--- config.mk ---
export PLATFORM = sky130hd
export DESIGN_NAME = register_file
export DESIGN_NICKNAME = d
export VERILOG_FILES = /design/src/rtl/cpu_pkg.sv /design/src/rtl/register_cell.sv /design/src/rtl/register_file.sv
export SDC_FILE = /design/constraint.sdc
export NUM_CORES = 1
export LEC_CHECK = 0
export CORE_MARGIN = 1
export CORE_UTILIZATION = 36
export CTS_CLUSTER_SIZE = 12
export DETAILED_ROUTE_END_ITERATION = 7
export PLACE_DENSITY = 0.66
export REMOVE_ABC_BUFFERS = 1
export SETUP_SLACK_MARGIN = 0.1
export SYNTH_ARGS = -nofsm -noshare
export SYNTH_HDL_FRONTEND = slang
export SYNTH_SLANG_ARGS = --single-unit
--- constraint.sdc ---
create_clock -name clk -period 2.4 [get_ports clk]
set_input_delay 0.36 -clock clk [delete_from_list [all_inputs] [get_ports clk]]
set_output_delay 0.36 -clock clk [all_outputs]
set_load 0.05 [all_outputs]
--- src/rtl/cpu_pkg.sv ---
// Shared CPU core constants and types: default register file geometry,
// the register index type and the hardwired-zero register index.
package cpu_pkg;
  localparam int DEF_DATA_W   = 8;
  localparam int DEF_NUM_REGS = 8;
  localparam int DEF_ADDR_W   = $clog2(DEF_NUM_REGS);

  typedef logic [DEF_ADDR_W-1:0] reg_idx_t;

  localparam reg_idx_t REG_ZERO = '0;
endpackage

--- src/rtl/register_cell.sv ---
// One DATA_W-bit general-purpose register with load enable,
// cleared asynchronously by the active-low reset.
module register_cell #(
  parameter int DATA_W = cpu_pkg::DEF_DATA_W
) (
  input  logic              clk,
  input  logic              rst,
  input  logic              write_enable,
  input  logic [DATA_W-1:0] data_in,
  output logic [DATA_W-1:0] data_out
);

  always_ff @(posedge clk or negedge rst) begin
    if (!rst) begin
      data_out <= '0;
    end else if (write_enable) begin
      data_out <= data_in;
    end
  end

endmodule

--- src/rtl/register_file.sv ---
// General-purpose register file: NUM_RD combinational read ports with
// optional write bypass, optional hardwired r0, and a busy scoreboard.
module register_file
  import cpu_pkg::*;
#(
  parameter  int DATA_W   = DEF_DATA_W,
  parameter  int NUM_REGS = DEF_NUM_REGS,
  parameter  int NUM_RD   = 2,
  parameter  int ZERO_REG = 1,
  parameter  int BYPASS   = 1,
  localparam int ADDR_W   = $clog2(NUM_REGS)
) (
  input  logic                           clk,
  input  logic                           rst,
  input  logic                           wr_en,
  input  logic [ADDR_W-1:0]              wr_addr,
  input  logic [DATA_W-1:0]              wr_data,
  input  logic                           rsv_en,
  input  logic [ADDR_W-1:0]              rsv_addr,
  input  logic [NUM_RD-1:0][ADDR_W-1:0]  rd_addr,
  output logic [NUM_RD-1:0][DATA_W-1:0]  rd_data,
  output logic [NUM_RD-1:0]              rd_busy,
  output logic [NUM_REGS-1:0]            busy_vec
);

  // Every encodable index gets a slot so reads never index out of range;
  // slots past NUM_REGS (and r0 when hardwired) are constant zero.
  localparam int              SLOTS = 1 << ADDR_W;
  localparam logic [ADDR_W:0] LIMIT = (ADDR_W + 1)'(NUM_REGS);

  function automatic logic addr_ok(input logic [ADDR_W-1:0] a);
    return ({1'b0, a} < LIMIT) && !((ZERO_REG != 0) && (a == ADDR_W'(REG_ZERO)));
  endfunction

  logic                wr_ok;
  logic                rsv_ok;
  logic [DATA_W-1:0]   regs [SLOTS];
  logic [NUM_REGS-1:0] busy_q;
  logic [SLOTS-1:0]    busy_ext;

  assign wr_ok  = wr_en  && addr_ok(wr_addr);
  assign rsv_ok = rsv_en && addr_ok(rsv_addr);

  generate
    for (genvar i = 0; i < SLOTS; i++) begin : g_slot
      if (i >= NUM_REGS || (ZERO_REG != 0 && i == 0)) begin : g_const
        assign regs[i] = '0;
      end else begin : g_cell
        register_cell #(.DATA_W(DATA_W)) u_cell (
          .clk          (clk),
          .rst          (rst),
          .write_enable (wr_ok && (wr_addr == ADDR_W'(i))),
          .data_in      (wr_data),
          .data_out     (regs[i])
        );
      end
    end
  endgenerate

  // A reservation in the same cycle as the retiring write wins: the
  // register stays busy for the newer outstanding operation.
  always_ff @(posedge clk or negedge rst) begin
    if (!rst) begin
      busy_q <= '0;
    end else begin
      for (int i = 0; i < NUM_REGS; i++) begin
        if (rsv_ok && (rsv_addr == ADDR_W'(i))) begin
          busy_q[i] <= 1'b1;
        end else if (wr_ok && (wr_addr == ADDR_W'(i))) begin
          busy_q[i] <= 1'b0;
        end
      end
    end
  end

  always_comb begin
    busy_ext                 = '0;
    busy_ext[NUM_REGS-1:0]   = busy_q;
  end

  assign busy_vec = busy_q;

  always_comb begin
    for (int p = 0; p < NUM_RD; p++) begin
      rd_data[p] = regs[rd_addr[p]];
      rd_busy[p] = busy_ext[rd_addr[p]];
      if (!addr_ok(rd_addr[p])) begin
        rd_data[p] = '0;
        rd_busy[p] = 1'b0;
      end else if ((BYPASS != 0) && wr_ok && (wr_addr == rd_addr[p])) begin
        rd_data[p] = wr_data;
        rd_busy[p] = 1'b0;
      end
    end
  end

endmodule
After elaboration in Yosys (flattened, before gate mapping) --
Index checks and enable logic that the tools add are counted.
Cells by class: bitwise operators 2, reductions and logical operators 34, shift operators 0, order comparisons 4, $mul 0, muxes and demuxes 34, equal/unequal tests 16, add/sub/neg operators 0, div/mod/pow operators 0
Operator list (count):
- 8-bit two-way mux | 8
- 8-bit binary-select mux with 3-bit select | 2
- 3-bit == test, second input constant | 8
- 1-bit two-way mux | 22
- 1-bit logical AND | 20
- 2-bit nonzero test | 8
- 3-bit by 2-bit == test with 1-bit output, second input constant | 4
- 3-bit zero test | 4
- 4-bit greater-or-equal comparator, second input constant | 2
- 3-bit by 4-bit < comparator with 1-bit output, second input constant | 2
- 3-bit inverter with 4-bit output | 2
- 1-bit binary-select mux with 3-bit select | 2
- 3-bit by 1-bit == test with 1-bit output, second input constant | 2
- 3-bit == test | 2
- 1-bit zero test | 2
Word-level totals: latch bits 0, input port bits 24, memory bits (read-only) 0, output and inout port bits 26, memories 0, register bits 64, logic and storage cells 105, RAM bits 0

Logic depth before layout (Yosys ltp) --
Gate-level depths: netlist (run 1).
word-level depth 6, gate-level depth with buffers 6, gate-level depth less buffers 4

Cells and area by module --
From an unflattened synthesis (run 1), not the netlist that was laid out.
Unflattened totals: cell total of the unflattened synthesis 311, area, all modules 4048.9 µm²
By module, submodules not included:
- register_cell | sequential area each 200.2 µm², times used 7, cells an instance 17, area each 331.6 µm²
- register_file | sequential area each 200.2 µm², times used 1, cells an instance 192, area each 1727.9 µm²

Least setup slack after synthesis (run 1) --
No wires, ideal clock.
kind input-to-output, start in rd_addr[0] in the netlist's numbering, end out rd_busy[0], buffers on the path 1, arrival time 2157 ps, data required time 2040 ps, stages 5, path slack -117 ps, cell sequence buf_2 -> xnor2_1 -> a31oi_1 -> a21oi_4 -> nor3_1
Between the ends: cells in the longest elaborated chain, start to end 4, elaborated cells between the ends (all ways) 7, those cells by class eq/ne: 1; mux: 4; reduce/logical: 2
Ends and longest elaborated chain:
- start, declared | RTL line register_file.sv:20 | input logic [NUM_RD-1:0][ADDR_W-1:0] rd_addr,
- 1-bit binary-select mux with 3-bit select / 3-bit == test (equally long branches) | RTL line register_file.sv:86, register_file.sv:90
- 1-bit two-way mux (not written as such) / 1-bit logical AND (equally long branches) | RTL line register_file.sv:86, register_file.sv:90
- 1-bit two-way mux | RTL line register_file.sv:90 | end else if ((BYPASS != 0) && wr_ok && (wr_addr == rd_addr[p])) begin
- 1-bit two-way mux (*) | RTL line register_file.sv:87 | if (!addr_ok(rd_addr[p])) begin
- end, declared | RTL line register_file.sv:22 | output logic [NUM_RD-1:0] rd_busy,
Mark *: on every way between the ends. The rest lies on a longest branch, timed or not. The select of a mux whose other input is x is not followed.

==> impl_metrics.py, run 1 <==
metrics = {
    "status": {
        "status": "complete, no violations",
    },
    "global_route": {
        "gr-total-overflow": 0,
        "grt_usage": 0.200,
        "antenna_found_initial": 0,
        "grt_max_degree": 46,
        "grt_pass1_vias": 3091,
        "grt_pass1_wl_um": 16700,
    },
    "floorplan": {
        "num_rows": 37,
        "start_util": 0.369,
        "core-area_sq_um": 10200,
        "die-height_um": 104,
        "die_w_um": 104,
        "io_pins": 50,
        "dieArea_sq_um": 10900,
    },
    "synthesis": {
        "synth-edff-count": 0,
        "syn_inst": 296,
        "async_flop_share": 1.00,
        "yosys.cell_types.count": 30,
        "synth_area_per_cell_sq_um": 12.7,
        "syn_area_sq_um": 3770,
        "ys_warn_count": 0,
        "seq_area_frac_synth": 0.425,
        "synth_seq_cells": 64,
        "synthFlopType": "dfrtp_1",
    },
    "timing": {
        "period_share": 0.932,
        "timing.final.max_slew_violations": 0,
        "rsz0062_at_grt": "false",
        "max_clock_freq_ghz": 0.447,
        "finalWorstSetupSlack_ns": 0.164,
        "slew_headroom": 0.661,
        "holdWs_ns": 0.382,
        "worstMarginPinSlew_ns": 0.507,
        "fin_setup_tns_ns": 0,
        "finalCriticalPeriod_ns": 2.24,
        "finalHoldViolCount": 0,
        "finClkSkew_ns": 0,
        "setup_viol": 0,
    },
    "drt": {
        "wirelength_um": 10300,
        "via_per_inst": 5.42,
        "vias": 2848,
        "dr.first_iter.drc_count": 143,
        "ant_nets": 0,
        "firstDrtPassIters": 4,
        "drc": 0,
        "wl_per_cell_um": 19.6,
    },
    "final_layout": {
        "final_nets": 408,
        "final_common_cell": "mux2_2",
        "fin_area_sq_um": 5190,
        "final_cells": 525,
        "final_cell_mix": "mux2_2, dfrtp_1, buf_4, nand2_1, clkdlybuf4s50_1",
        "diodes": 0,
        "area_growth_pct": 37.5,
        "fin_util": 0.507,
        "drive_gt1_frac": 0.542,
    },
    "pwr": {
        "power.leakage_nw": 2.19,
        "power_density_nw_per_um2": 745,
        "p_total_mw": 3.86,
        "ir_drop_v": 0.000311,
    },
    "worst_setup_path": {
        "worst-setup-path-type": "in -> out",
        "critPathLaunchType": "input port",
        "critPathMaxFanout": 6,
        "cp-end-kind": "output pin",
        "critPathArrivalTime_ns": 1.88,
        "critPathRequiredTime_ns": 2.04,
    },
    "place": {
        "dp_slack_ns": -0.392,
        "dpl_cell_area_sq_um": 4660,
        "gp_congestion": 0.788,
        "hpwl_um": 7000,
        "dp_cells": 501,
        "port-buffer-count": 49,
    },
    "clock_network": {
        "clkTransAtPathRegs_ns": 0.07,
        "tritoncts": "built",
        "numCtsBuffers": 9,
        "cts.sinks": 64,
        "clockBufferDepth": 2,
        "cts-root-buf": "clkbuf_8",
        "cts.htree.levels": 3,
        "clock_latency_ns": 0.34,
    },
    "hold_path": {
        "min_path_type": "reg -> reg",
    },
    "job": {
        "maxCapViolCount": 0,
    },
}
cells by family after synthesis:
kind of cell / share of synthesized area
multiplexers: 0.383
flip-flops: 0.425
AND/OR/NAND/NOR: 0.0697
AO/OA/AOI/OAI: 0.0763
buffers and inverters: 0.0368
XOR/XNOR: 0.00929
routing by layer:
| layer | global-route usage | wire, um | vias up |
|---|---|---|---|
| li1 | - | - | 1302 |
| met1 | 0.262 | 4430 | 1447 |
| met2 | 0.329 | 5090 | 87 |
| met3 | 0.0420 | 591 | 12 |
| met4 | 0.0694 | 159 | 0 |
| met5 | 0 | 0 | - |
critical path, stage by stage:
cell and delay [ns]:
dlygate4sd2_1 0.30, buf_6 0.16, xnor2_2 0.16, nand2_1 0.11, a21oi_4 0.15, buf_6 0.16, mux2_4 0.32, buf_8 0.15
report_power, final:
part	internal (mW)	switching, mW
Sequential	1.31	0.182
Clock	0.404	0.451
Combinational	0.791	0.726
cell type report:
type                       instances  area [sq um]
sequential                        64          1600
timing repair buffer              99          1050
fill                             877          5040
tap                              136           170
multi-input combinational        206          2170
inverter                           4          15.0
clock buffer                      10           138
clock inverter                     6          45.0
what timing repair did:
action	in CTS	in global routing
hold buffers	1	0
endpoints found under the hold margin	19	0
gates cloned	1	1
pin swaps	5	3
setup endpoints to repair	18	18
resized for setup	92	11
buffers inserted	5	0
final timing paths:
kind                                                                  from                                               to  slack [ns]  depth (start not counted)
max reg2reg                g_slot[7].g_cell.u_cell.data_out[5]$_DFFE_PN0P_  g_slot[7].g_cell.u_cell.data_out[5]$_DFFE_PN0P_        1.61                          1
max                                                             rd_addr[5]                                      rd_data[10]        0.16                          8
max in group asynchronous                                              rst  g_slot[3].g_cell.u_cell.data_out[0]$_DFFE_PN0P_        1.29                          3
min reg2reg                                        busy_vec[0]$_DFFE_PN0P_                          busy_vec[0]$_DFFE_PN0P_        0.38                          0
min                                                busy_vec[0]$_DFFE_PN0P_                          busy_vec[0]$_DFFE_PN0P_        0.38                          0
min in group asynchronous                                              rst  g_slot[5].g_cell.u_cell.data_out[7]$_DFFE_PN0P_        0.51                          2
registers in the layout, indices dropped and copies added (netlist names):
name                           count
g_slot.g_cell.u_cell.data_out     56
busy_vec                           8
synth_stat cells, drive strengths merged (2+ instances only):
| master | n | area, sq um |
|---|---|---|
| nand3 | 2 | 22.5 |
| nor4bb | 3 | 30.0 |
| dfrtp | 64 | 1600 |
| nor3 | 2 | 15.0 |
| nand2 | 27 | 101 |
| nor2b | 3 | 18.8 |
| o21ai | 20 | 100 |
| nand4b | 3 | 26.3 |
| a21oi | 2 | 32.5 |
| mux2i | 5 | 50.1 |
| a31oi | 2 | 12.5 |
| inv | 4 | 15.0 |
| xnor2 | 4 | 35.0 |
| mux2 | 88 | 991 |
| a22oi | 15 | 113 |
| nand2b | 3 | 18.8 |
| o22ai | 2 | 12.5 |
| clkbuf | 5 | 18.8 |
| nor2 | 3 | 11.3 |
| buf | 17 | 105 |
| mux4 | 18 | 405 |
Note: power is estimated with default switching activity, not from simulation.
==> run 2, diff against run 1 <==
--- a/config.mk
+++ b/config.mk
@@ -7,6 +7,7 @@
 export LEC_CHECK = 0
 export CORE_MARGIN = 1
 export CORE_UTILIZATION = 36
+export CTS_BUF_LIST = sky130_fd_sc_hd__clkbuf_2
 export CTS_CLUSTER_SIZE = 12
 export DETAILED_ROUTE_END_ITERATION = 7
 export PLACE_DENSITY = 0.66
==> impl_metrics.py, run 2 (synthesized netlist as in run 1, its figures left out) <==
metrics = {
    "clock_network": {
        "cts.htree.levels": 3,
        "clockBufferDepth": 2,
        "cts-root-buf": "clkbuf_2",
        "numCtsBuffers": 9,
        "clkTransAtPathRegs_ns": 0.21,
        "cts.sinks": 64,
        "tritoncts": "built",
        "clock_latency_ns": 0.50,
    },
    "drt": {
        "wl_per_cell_um": 19.7,
        "ant_nets": 0,
        "firstDrtPassIters": 4,
        "via_per_inst": 5.47,
        "vias": 2901,
        "wirelength_um": 10500,
        "dr.first_iter.drc_count": 120,
        "drc": 0,
    },
    "timing": {
        "rsz0062_at_grt": "true",
        "slew_headroom": 0.662,
        "finalHoldViolCount": 0,
        "period_share": 0.992,
        "worstMarginPinSlew_ns": 0.506,
        "fin_setup_tns_ns": 0,
        "timing.final.max_slew_violations": 0,
        "max_clock_freq_ghz": 0.420,
        "finalCriticalPeriod_ns": 2.38,
        "setup_viol": 0,
        "finClkSkew_ns": 0,
    },
    "worst_setup_path": {
        "r2r-end": "g_slot[7].g_cell.u_cell.data_out[6]$_DFFE_PN0P_",
        "cp-end-kind": "output pin",
        "critPathArrivalTime_ns": 2.02,
        "crit-reg2reg-launch": "g_slot[7].g_cell.u_cell.data_out[6]$_DFFE_PN0P_",
        "worst-setup-path-type": "in -> out",
        "reg2reg_slack_ns": 1.37,
        "r2r_cells": 3,
        "critPathLaunchType": "input port",
        "critPathMaxFanout": 5,
        "critPathRequiredTime_ns": 2.04,
    },
    "final_layout": {
        "multi_input_area_sq_um": 2200,
        "final_cell_mix": "mux2_2, dfrtp_1, buf_4, nand2_1, clkdlybuf4s50_1",
        "final_common_cell": "mux2_2",
        "drive_gt1_frac": 0.566,
        "nFillCells": 884,
        "final_nets": 413,
        "diodes": 0,
        "fin_area_sq_um": 5170,
        "seq_area_sq_um": 1600,
        "area_growth_pct": 37.0,
        "largest_register_ffs": 56,
        "regMostFlops": "g_slot.g_cell.u_cell.data_out",
    },
    "global_route": {
        "grt_max_degree": 46,
        "grt_pass1_vias": 3079,
        "grt_usage": 0.202,
        "gr-total-overflow": 0,
        "antenna_found_initial": 0,
        "grt_pass1_wl_um": 16700,
    },
    "job": {
        "maxCapViolCount": 0,
    },
    "floorplan": {
        "die-height_um": 104,
        "num_rows": 37,
        "io_pins": 50,
        "core-area_sq_um": 10200,
        "start_util": 0.369,
        "die_w_um": 104,
        "dieArea_sq_um": 10900,
    },
    "place": {
        "port-buffer-count": 49,
        "dpl_cell_area_sq_um": 4660,
        "hpwl_um": 7000,
        "gp_congestion": 0.788,
    },
    "pwr": {
        "power.leakage_nw": 2.18,
        "power_density_nw_per_um2": 704,
        "ir_drop_v": 0.000252,
    },
    "status": {
        "status": "complete, no violations",
    },
    "hold_path": {
        "min_path_type": "in -> async",
    },
}
-- run 2: cell types whose count changed in the layout (fill, tap and decap cells not counted), moves of 6 or more --
cell and change:
buf_4 +6, o21ai_1 +9, clkbuf_8 -10, o21ai_0 -15, o21ai_2 +6, clkbuf_2 +9
-- run 2: per-layer routing --
metal,global-route usage,wire (um),up-vias
met4,0.0776,235,0
met2,0.325,5180,85
li1,-,-,1309
met1,0.269,4560,1489
met3,0.0388,491,18
met5,0,0,-
-- run 2: repair_timing --
item,in CTS,in global routing
cloned,1,0
endpoints found under the setup margin,18,18
setup buffers,6,5
endpoints found under the hold margin,19,0
pin swaps,14,11
resized for setup,93,24
hold buffers,1,0
-- run 2: worst max path at each step --
stage / startpoint / endpoint / depth (start not counted)
3_5_place_dp: rd_addr[0] / rd_data[0] / 7
5_1_grt: g_slot[7].g_cell.u_cell.data_out[7]$_DFFE_PN0P_ / rd_data[7] / 5
2_1_floorplan: wr_addr[0] / rd_busy[0] / 4
3_3_place_gp: rd_addr[0] / rd_data[0] / 7
6_report: rd_addr[0] / rd_data[3] / 7
4_1_cts: g_slot[7].g_cell.u_cell.data_out[7]$_DFFE_PN0P_ / rd_data[15] / 5
-- run 2: through the flow --
stage | cells | worst slack (ns) | hold WS, ns | power, mW | utilization
after floorplan | 274 | -0.0503 | 0.0644 | 2.36 | -
after global placement | 501 | -0.314 | 0.340 | 2.82 | 0.455
after detailed placement | 501 | -0.392 | 0.350 | 2.85 | 0.455
after CTS | 525 | 0.00225 | 0.284 | 3.60 | 0.495
after global routing | 530 | -0.0905 | 0.307 | 3.83 | 0.505
final | 530 | 0.0200 | 0.303 | 3.64 | 0.505
-- run 2: power by group --
part	switching, mW	internal [mW]	leakage, nW
combinational	0.755	0.833	1.37
clock	0.429	0.133	0.0515
sequential	0.184	1.31	0.767
total	1.37	2.27	2.18
-- run 2: final cells by class --
type,instances,share of cell area
repair buffers,104,0.210
clock inverters,7,0.00944
clock buffers,9,0.00871
multi-input cells,206,0.426
well taps,136,0.0329
flip-flops and latches,64,0.310
inverters,4,0.00290
-- run 2: worst max-delay path, cell delays in order --
cell           delay, ns
dlygate4sd2_1       0.39
nor4bb_4            0.32
a31oi_2             0.09
a21oi_4             0.23
buf_12              0.15
mux2_4              0.32
buf_8               0.15
